`src/rtl/rx_stream_pkg.sv`:
```
// rtl/rx_stream_pkg.sv - shared constants and types for the I/Q byte streamer
package rx_stream_pkg;

  localparam int BYTES_PER_PAIR = 6;
  localparam int PAIR_W         = 48;

  typedef enum logic {
    IDLE = 1'b0,
    SEND = 1'b1
  } state_t;

  typedef logic [2:0] byte_idx_t;

  localparam byte_idx_t LAST_BYTE_IDX = byte_idx_t'(BYTES_PER_PAIR - 1);

endpackage

```
`src/rtl/iq_sync_fifo.sv`:
```
// rtl/iq_sync_fifo.sv - single-clock FIFO with full/empty/count and a combinational head read
module iq_sync_fifo #(
  parameter int WIDTH = 48,
  parameter int DEPTH = 16
) (
  input  logic                     clk,
  input  logic                     rst,
  input  logic                     push,
  input  logic                     pop,
  input  logic [WIDTH-1:0]         wdata,
  output logic [WIDTH-1:0]         rdata,
  output logic                     full,
  output logic                     empty,
  output logic [$clog2(DEPTH):0]   count
);

  localparam int AW = $clog2(DEPTH);

  logic [AW:0]      wr_ptr_q, wr_ptr_d;
  logic [AW:0]      rd_ptr_q, rd_ptr_d;
  logic [WIDTH-1:0] mem_q [DEPTH];
  logic             do_push;
  logic             do_pop;

  // A full FIFO still accepts a write when the head leaves on the same edge.
  assign do_push = push && (!full || pop);
  assign do_pop  = pop && !empty;

  assign count = wr_ptr_q - rd_ptr_q;
  assign full  = (count == (AW+1)'(DEPTH));
  assign empty = (count == '0);
  assign rdata = mem_q[rd_ptr_q[AW-1:0]];

  always_comb begin
    wr_ptr_d = wr_ptr_q;
    rd_ptr_d = rd_ptr_q;
    if (do_push) wr_ptr_d = wr_ptr_q + 1'b1;
    if (do_pop)  rd_ptr_d = rd_ptr_q + 1'b1;
  end

  always_ff @(posedge clk or posedge rst) begin
    if (rst) begin
      wr_ptr_q <= '0;
      rd_ptr_q <= '0;
    end else begin
      wr_ptr_q <= wr_ptr_d;
      rd_ptr_q <= rd_ptr_d;
    end
  end

  always_ff @(posedge clk) begin
    if (do_push) mem_q[wr_ptr_q[AW-1:0]] <= wdata;
  end

endmodule

```
`src/rtl/rx_iq_byte_stream.sv`:
```
// rtl/rx_iq_byte_stream.sv - buffers I/Q pairs and emits them as big-endian bytes
// Optional drop counter output enabled by RX_IQ_OVERFLOW_COUNT_EN.
module rx_iq_byte_stream
  import rx_stream_pkg::*;
#(
  parameter int DEPTH    = 16,
  parameter int SAMPLE_W = 24
) (
  input  logic                     clock,
  input  logic                     reset,
  input  logic                     in_strobe,
  input  logic [SAMPLE_W-1:0]      in_data_I,
  input  logic [SAMPLE_W-1:0]      in_data_Q,
  output logic [7:0]               out_data,
  output logic                     out_valid,
  input  logic                     out_ready,
  output logic                     out_first,
  output logic [$clog2(DEPTH):0]   fill_level,
  output logic                     overflow,
`ifdef RX_IQ_OVERFLOW_COUNT_EN
  output logic [15:0]              overflow_count,
`endif
  input  logic                     overflow_clear
);

  state_t            state_q, state_d;
  byte_idx_t         idx_q, idx_d;
  logic [PAIR_W-1:0] shift_q, shift_d;
  logic              valid_q, valid_d;
  logic              first_q, first_d;
  logic              ovf_q, ovf_d;

  logic [PAIR_W-1:0] fifo_rdata;
  logic              fifo_full;
  logic              fifo_empty;
  logic              fifo_pop;
  logic              last_accept;
  logic              drop;

  assign last_accept = (state_q == SEND) && out_ready && (idx_q == LAST_BYTE_IDX);
  assign fifo_pop    = !fifo_empty && ((state_q == IDLE) || last_accept);
  assign drop        = in_strobe && fifo_full && !fifo_pop;

  iq_sync_fifo #(
    .WIDTH (PAIR_W),
    .DEPTH (DEPTH)
  ) u_fifo (
    .clk   (clock),
    .rst   (reset),
    .push  (in_strobe),
    .pop   (fifo_pop),
    .wdata ({in_data_I, in_data_Q}),
    .rdata (fifo_rdata),
    .full  (fifo_full),
    .empty (fifo_empty),
    .count (fill_level)
  );

  always_comb begin
    state_d = state_q;
    idx_d   = idx_q;
    shift_d = shift_q;
    valid_d = valid_q;
    first_d = first_q;
    case (state_q)
      IDLE: begin
        if (!fifo_empty) begin
          shift_d = fifo_rdata;
          idx_d   = '0;
          valid_d = 1'b1;
          first_d = 1'b1;
          state_d = SEND;
        end
      end
      SEND: begin
        if (out_ready) begin
          if (idx_q == LAST_BYTE_IDX) begin
            // Reload straight from the FIFO head so consecutive pairs have no gap.
            if (!fifo_empty) begin
              shift_d = fifo_rdata;
              idx_d   = '0;
              first_d = 1'b1;
            end else begin
              shift_d = '0;
              idx_d   = '0;
              valid_d = 1'b0;
              first_d = 1'b0;
              state_d = IDLE;
            end
          end else begin
            shift_d = shift_q << 8;
            idx_d   = idx_q + 1'b1;
            first_d = 1'b0;
          end
        end
      end
      default: state_d = IDLE;
    endcase
    ovf_d = overflow_clear ? 1'b0 : (ovf_q | drop);
  end

  always_ff @(posedge clock or posedge reset) begin
    if (reset) begin
      state_q <= IDLE;
      idx_q   <= '0;
      shift_q <= '0;
      valid_q <= 1'b0;
      first_q <= 1'b0;
      ovf_q   <= 1'b0;
    end else begin
      state_q <= state_d;
      idx_q   <= idx_d;
      shift_q <= shift_d;
      valid_q <= valid_d;
      first_q <= first_d;
      ovf_q   <= ovf_d;
    end
  end

  assign out_data  = shift_q[PAIR_W-1 -: 8];
  assign out_valid = valid_q;
  assign out_first = first_q;
  assign overflow  = ovf_q;

`ifdef RX_IQ_OVERFLOW_COUNT_EN
  logic [15:0] ovf_cnt_q, ovf_cnt_d;

  always_comb begin
    ovf_cnt_d = ovf_cnt_q;
    if (overflow_clear)
      ovf_cnt_d = '0;
    else if (drop && (ovf_cnt_q != 16'hFFFF))
      ovf_cnt_d = ovf_cnt_q + 16'd1;
  end

  always_ff @(posedge clock or posedge reset) begin
    if (reset) ovf_cnt_q <= '0;
    else       ovf_cnt_q <= ovf_cnt_d;
  end

  assign overflow_count = ovf_cnt_q;
`endif

endmodule

```
`config.mk`:
```
export PLATFORM = sky130hd
export DESIGN_NAME = rx_iq_byte_stream
export DESIGN_NICKNAME = d
export VERILOG_FILES = /design/src/rtl/rx_stream_pkg.sv /design/src/rtl/iq_sync_fifo.sv /design/src/rtl/rx_iq_byte_stream.sv
export SDC_FILE = /design/constraint.sdc
export NUM_CORES = 1
export LEC_CHECK = 0
export BUFFER_PORTS_ARGS = -buffer_cell sky130_fd_sc_hd__clkbuf_2
export CAP_MARGIN = 5
export CORE_AREA = 2 2 260 262
export CTS_CLUSTER_SIZE = 14
export DETAILED_ROUTE_END_ITERATION = 8
export DIE_AREA = 0 0 262 264
export GPL_ROUTABILITY_DRIVEN = 0
export GPL_TIMING_DRIVEN = 0
export PLACE_DENSITY_LB_ADDON = 0.2
export SLEW_MARGIN = 20
export SYNTH_ARGS = -nofsm -noshare
export SYNTH_HDL_FRONTEND = slang
export SYNTH_SLANG_ARGS = --single-unit
```
`constraint.sdc`:
```
create_clock -name clock -period 5.95 [get_ports clock]
set_clock_uncertainty 0.05 [all_clocks]
set_input_delay 1.785 -clock clock [delete_from_list [all_inputs] [get_ports clock]]
set_output_delay 1.785 -clock clock [all_outputs]
set_load 0.01 [all_outputs]
```
# Word-level counts from Yosys, hierarchy flattened
# Memory sizes are Yosys's and may differ from the RTL's.
# Index checks and enable logic that the tools add are counted.
word_totals:
  reg_bits: 65
  mem_bits_rw: 768
  inputBits: 53
  output_inout_bits: 16
  mem_count: 1
op_classes:
  add_sub_neg: 4
  eq_ne: 6
  n_mux: 24
  n_bitwise: 2
  reduce_logical: 15
mem_list:
  columns: ["name", "words", "width", "read_ports", "rd_ports_with_merged_regs", "wr", "line_no", "rtl"]
  rows:
  - ["u_fifo.mem_q", 16, 48, 1, 0, 1, "iq_sync_fifo.sv:21", "logic [WIDTH-1:0] mem_q [DEPTH];"]
ops:
  columns: ["op", "n"]
  rows:
  - ["two-way mux 48 bit", 4]
  - ["one-hot mux 48 bit (2 select lines)", 1]
  - ["two-way mux 1 bit", 12]
  - ["adder 5 x 1 -> 5 bit, second input constant", 2]
  - ["two-way mux 3 bit", 3]
  - ["logical AND 1 bit", 7]
  - ["one-hot mux 1 bit (2 select lines)", 3]
  - ["one-hot mux 3 bit (2 select lines)", 1]
  - ["== test 5 bit, second input constant", 1]
  - ["zero test 5 bit", 1]
  - ["subtractor 5 bit", 1]
  - ["inequality test 2 x 1 -> 1 bit, second input constant", 2]
  - ["inequality test 2 bit, second input constant", 2]
  - ["AND reduction 4 bit", 1]
  - ["adder 3 x 1 -> 3 bit, second input constant", 1]
  - ["== test 3 bit, second input constant", 1]
  - ["zero test 1 bit", 3]
  - ["logical OR 1 bit", 2]
  - ["AND reduction 2 bit", 1]
  - ["inverter 1 bit", 1]
  - ["OR 1 bit", 1]

# Logic depth before layout (Yosys ltp)
logic_depth:
  depth_word: 8
  depth_mapped: 12
  mapped_depth_nobuf: 9

# Modules after synthesis
# From an unflattened synthesis, not the netlist that was laid out.
hier_totals:
  cells_unflattened: 1611
  hier_area_um2: 32367.3
by_module_without_submodules:
  columns: ["mod", "n_inst", "cells_per_inst", "area_each_um2", "seq_area_each_um2"]
  rows:
  - ["iq_sync_fifo", 1, 1419, 29907.4, 23312.4]
  - ["rx_iq_byte_stream", 1, 192, 2459.9, 1376.3]

# Worst setup path after synthesis
# Ideal clock, no wire load.
synth_timing:
  path_type: "input to register"
  startpoint: "input out_ready"
  endpoint: "memory u_fifo.mem_q[3][0], enable pin"
  setup_time_ns: 0.513
  arrival_ns: 5.828
  required_time_ns: 5.387
  slack_ns: -0.441
  stages: 4
  n_path_buf: 0
  path_cell_list: "nand2_1 o21ai_0 o311ai_2 nor3_1"
synth_between:
  elab_chain_cells: 8
synth_rtl:
  columns: ["item", "line_no", "rtl"]
  rows:
  - ["start: declaration", "rx_iq_byte_stream.sv:16", "input logic out_ready,"]
  - ["logical AND 1 bit (2 in a row)", "rx_iq_byte_stream.sv:40", "assign last_accept = (state_q == SEND) && out_ready && (idx_q == LAST_BYTE_IDX);"]
  - ["logical OR 1 bit", "rx_iq_byte_stream.sv:41", "assign fifo_pop = !fifo_empty && ((state_q == IDLE) || last_accept);"]
  - ["logical AND 1 bit", "rx_iq_byte_stream.sv:41", null]
  - ["logical OR 1 bit", "iq_sync_fifo.sv:26", "assign do_push = push && (!full || pop);"]
  - ["logical AND 1 bit", "iq_sync_fifo.sv:26", null]
  - ["two-way mux 1 bit", "iq_sync_fifo.sv:52", "if (do_push) mem_q[wr_ptr_q[AW-1:0]] <= wdata;"]
  - ["two-way mux 1 bit (not written as such)", "iq_sync_fifo.sv:52", null]
  - ["end: declaration", "iq_sync_fifo.sv:21", null]
# Every way passes these cells.

# Worst setup path after layout
layout_timing:
  startpoint: "register u_fifo.rd_ptr_q[2]"
  endpoint: "output fill_level[4]"
layout_between:
  elab_chain_cells: 1
layout_rtl:
  columns: ["item", "line_no", "rtl"]
  rows:
  - ["start: declaration", "iq_sync_fifo.sv:20", "logic [AW:0] rd_ptr_q, rd_ptr_d;"]
  - ["start signal: assignment", "iq_sync_fifo.sv:47", "rd_ptr_q <= rd_ptr_d;"]
  - ["subtractor 5 bit", "iq_sync_fifo.sv:29", "assign count = wr_ptr_q - rd_ptr_q;"]
  - ["end: declaration", "rx_iq_byte_stream.sv:18", "output logic [$clog2(DEPTH):0] fill_level,"]
# Every way passes these cells.

==> summary.md <==
| Metric | Value |
|---|---|
| Syn_nets | `1742` |
| DRT iter0 DRCs | `1622` |
| Setup violators final | `0` |
| Die height | `roughly 260 um` |
| Core footprint | `66600 um2` |
| Number of diodes | `0` |
| Antenna-violating nets left | `0` |
| DRC | `0` |
| Worst rel slew slack | `0.0753` |
| Final Hold Fails | `0` |
| Clk pin slew, worst setup/hold paths | `0.06 ns` |
| Status | `finished clean` |
| Crit path kind | `reg -> out` |
| Sequential area share after synthesis | `0.752` |
| Post-CTS sizing | `0` |
| Num CTS Buffers | `86` |
| Cells after synthesis | `roughly 1700` |
| Crit. End Element | `output pin` |
| Yosys Warn Count | `0` |
| R2R depth | `12` |
| Initial antenna violation count | `2` |
| CP Max Fanout | `19` |
| Vias in the first global route | `17594` |
| Routed WL | `76400 um` |
| Worst setup margin | `0.220 ns` |
| Clk Latency, worst-skew pair | `0.64 ns` |
| R2r endpoint | `u_fifo.mem_q[8][6]` |
| Fin. max-slew vios | `0` |
| Fmax achieved | `~0.17 GHz` |
| Max cap viols | `0` |
| Worst EP required | `4.12 ns` |
| Setup bufs post-CTS | `0` |
| Worst hold path stage count | `1` |
| Via density | `5.97` |
| Layout cell share with drive strength beyond 1 | `0.303` |
| Synthesized flop and latch total | `833` |
| RSZ-0062 raised after global routing | `false` |
| CTS Sinks | `833` |
| IO Count | `69` |
| Worst setup SP type | `flip-flop` |
| H-tree level count | `3` |
| Maximum vdd drop | `0.000264 V` |
| CTS root buf | `clkbuf_16` |
| Grt total ovfl | `0` |
| Via count | `16735` |
| Minimum clock period | `5.73 ns` |
| Synth cell types | `51` |
| Global-route wire length before repair | `113000 um` |
| Measured slew at the worst slew-check pin | `1.35 ns` |
| Die area | `69200 um2` |
| DP HPWL | `48000 um` |
| Largest net degree at the start of global routing | `39` |
| Post-route setup TNS | `0 ns` |
| Min-delay src | `shift_q[1]` |
| Clock tree buffer depth | `3` |
| Row Count | `95` |
| Post-synth EDFFs | `768` |
| PwrDens | `459 nW/um2` |
| Hold Crit Class | `reg -> reg` |
| Post-layout net count | `1920` |
| Hold endpoint | `shift_q[1]` |
| P_leak | `12.2 nW` |
| Async SR Flop Fraction | `0.0780` |
| Detailed Routing Iterations Pass 1 | `7` |
| WL/cell | `27.3 um` |
| Mapped Avg Cell Area | `around 20 um2` |
| Area growth syn-to-layout | `14.5%` |
| Commonest non-fill, non-tap cell in the layout | `edfxtp_1` |
| Flop-to-flop setup slack | `just under 0.8 ns` |
| Post-Place Worst Slack | `0.527 ns` |
| GRT Resource Usage Total | `0.226` |
| Most frequent cells in the layout | `768 x edfxtp_1, 163 x mux2_2, 120 x mux4_2, 89 x clkbuf_16, 80 x o22ai_1` |
| Top_reg_cell synth | `edfxtp_1` |
| Initial Utilization | `0.493` |
| Mapped cell area | `32800 um2` |
| Fin crit share | `0.963` |
| Die Span X | `between 200 and 300 um` |
| CTS tree | `built` |
| R2R Path Start | `u_fifo.rd_ptr_q[1]` |
| PortBufs | `68` |
| Worst EP arrival | `3.89 ns` |
## how the worst max path moves through the flow
stage	start	to	slack, ns
final	u_fifo.rd_ptr_q[2]	fill_level[4]	0.22
after detailed placement	u_fifo.rd_ptr_q[2]	fill_level[4]	0.53
after global placement	u_fifo.rd_ptr_q[1]	u_fifo.mem_q[7][21]	-2.77
after global routing	u_fifo.rd_ptr_q[2]	fill_level[4]	0.05
after floorplan	out_ready	u_fifo.mem_q[11][0]	0.74
after CTS	u_fifo.rd_ptr_q[2]	fill_level[4]	0.23
## per-stage QoR
stage | power [W] | cells | hold slack (ns) | utilization | instance area [um2]
after floorplan | 0.0105 | 1679 | 0.406 | - | 32900
after global placement | 0.0120 | 2620 | 0.428 | 0.515 | 34300
after detailed placement | 0.0122 | 2643 | 0.427 | 0.524 | 34900
after CTS | 0.0174 | 2801 | 0.450 | 0.565 | 37600
after global routing | 0.0180 | 2801 | 0.465 | 0.565 | 37600
final | 0.0173 | 2801 | 0.447 | 0.565 | 37600
## power by group
| part | switching [W] | internal (W) |
|---|---|---|
| Clock | 0.00217 | 0.00303 |
| Sequential | 0.000221 | 0.00711 |
| Combinational | 0.00280 | 0.00193 |
| Total | 0.00520 | 0.0121 |
## registers in the layout (all words and copies together), names as in the netlist
register	flops
out_valid	1
u_fifo.wr_ptr_q	5
out_first	1
shift_q	48
idx_q	3
state_q	1
overflow	1
u_fifo.mem_q	768
u_fifo.rd_ptr_q	5
## worst max-delay path, stage by stage, from the launching register on
cell and delay [ns]:
dfrtp_1 0.33, buf_2 0.48, inv_1 0.10, ha_1 0.42, nand2b_1 0.09, a21oi_1 0.29, xor2_2 0.21, inv_2 0.16
clkbuf_1 0.43, clkbuf_1 0.45, clkbuf_2 0.29
## area by class of cell
| type | instances | area [um2] |
|---|---|---|
| fillers | 5052 | 29000 |
| flip-flops and latches | 833 | 24700 |
| multi-input cells | 663 | 7410 |
| clock buffers | 114 | 2330 |
| well taps | 873 | 1090 |
| repair buffers | 91 | 843 |
| plain buffers | 120 | 598 |
| clock inverters | 45 | 400 |
| inverters | 62 | 238 |
## logic make-up (layout without fill, tap and decap cells)
| kind of cell | count (synthesis) | in the layout | synth area share |
|---|---|---|---|
| compound gates | 271 | 271 | 0.0563 |
| simple gates | 46 | 46 | 0.00865 |
| mux | 324 | 324 | 0.151 |
| fa+ha+maj | 10 | 10 | 0.00404 |
| xor+xnor | 12 | 12 | 0.00343 |
| flops | 833 | 833 | 0.752 |
| buf+inv | 183 | 432 | 0.0254 |
## layer usage
metal | global-route usage | vias to the layer above | wire [um]
met5 | 0 | - | 22
met4 | 0.0683 | 4 | 2040
met3 | 0.0401 | 133 | 4310
met2 | 0.365 | 522 | 37300
met1 | 0.316 | 8805 | 32800
li1 | - | 7271 | -
## Yosys cell counts, types with 3 or more instances
master / instances / share of area
xnor2_1: 9 / 0.0024
edfxtp_1: 768 / 0.70
nand3_1: 4 / 0.00061
a21oi_1: 43 / 0.0066
clkbuf_1: 54 / 0.0062
o21ai_1: 5 / 0.00076
ha_1: 9 / 0.0034
a2111oi_0: 40 / 0.011
nand3b_1: 3 / 0.00069
inv_1: 60 / 0.0069
buf_4: 21 / 0.0048
and4_1: 3 / 0.00080
dfrtp_1: 65 / 0.050
buf_1: 6 / 0.00069
mux4_2: 120 / 0.082
nor2_1: 5 / 0.00057
mux2_2: 163 / 0.056
buf_2: 37 / 0.0056
o2bb2ai_1: 8 / 0.0021
nor2b_1: 5 / 0.00095
o21ai_0: 38 / 0.0058
and3_1: 11 / 0.0021
nand2_1: 4 / 0.00046
a32oi_1: 40 / 0.011
mux2i_1: 41 / 0.012
buf_6: 3 / 0.0010
o22ai_1: 80 / 0.015
## what timing repair did
item,4_1_cts,5_1_grt
hold endpoints to repair,0,0
hold buffers,0,0
setup endpoints to repair,1,0
No activity file was read; power rests on OpenSTA's default activity.
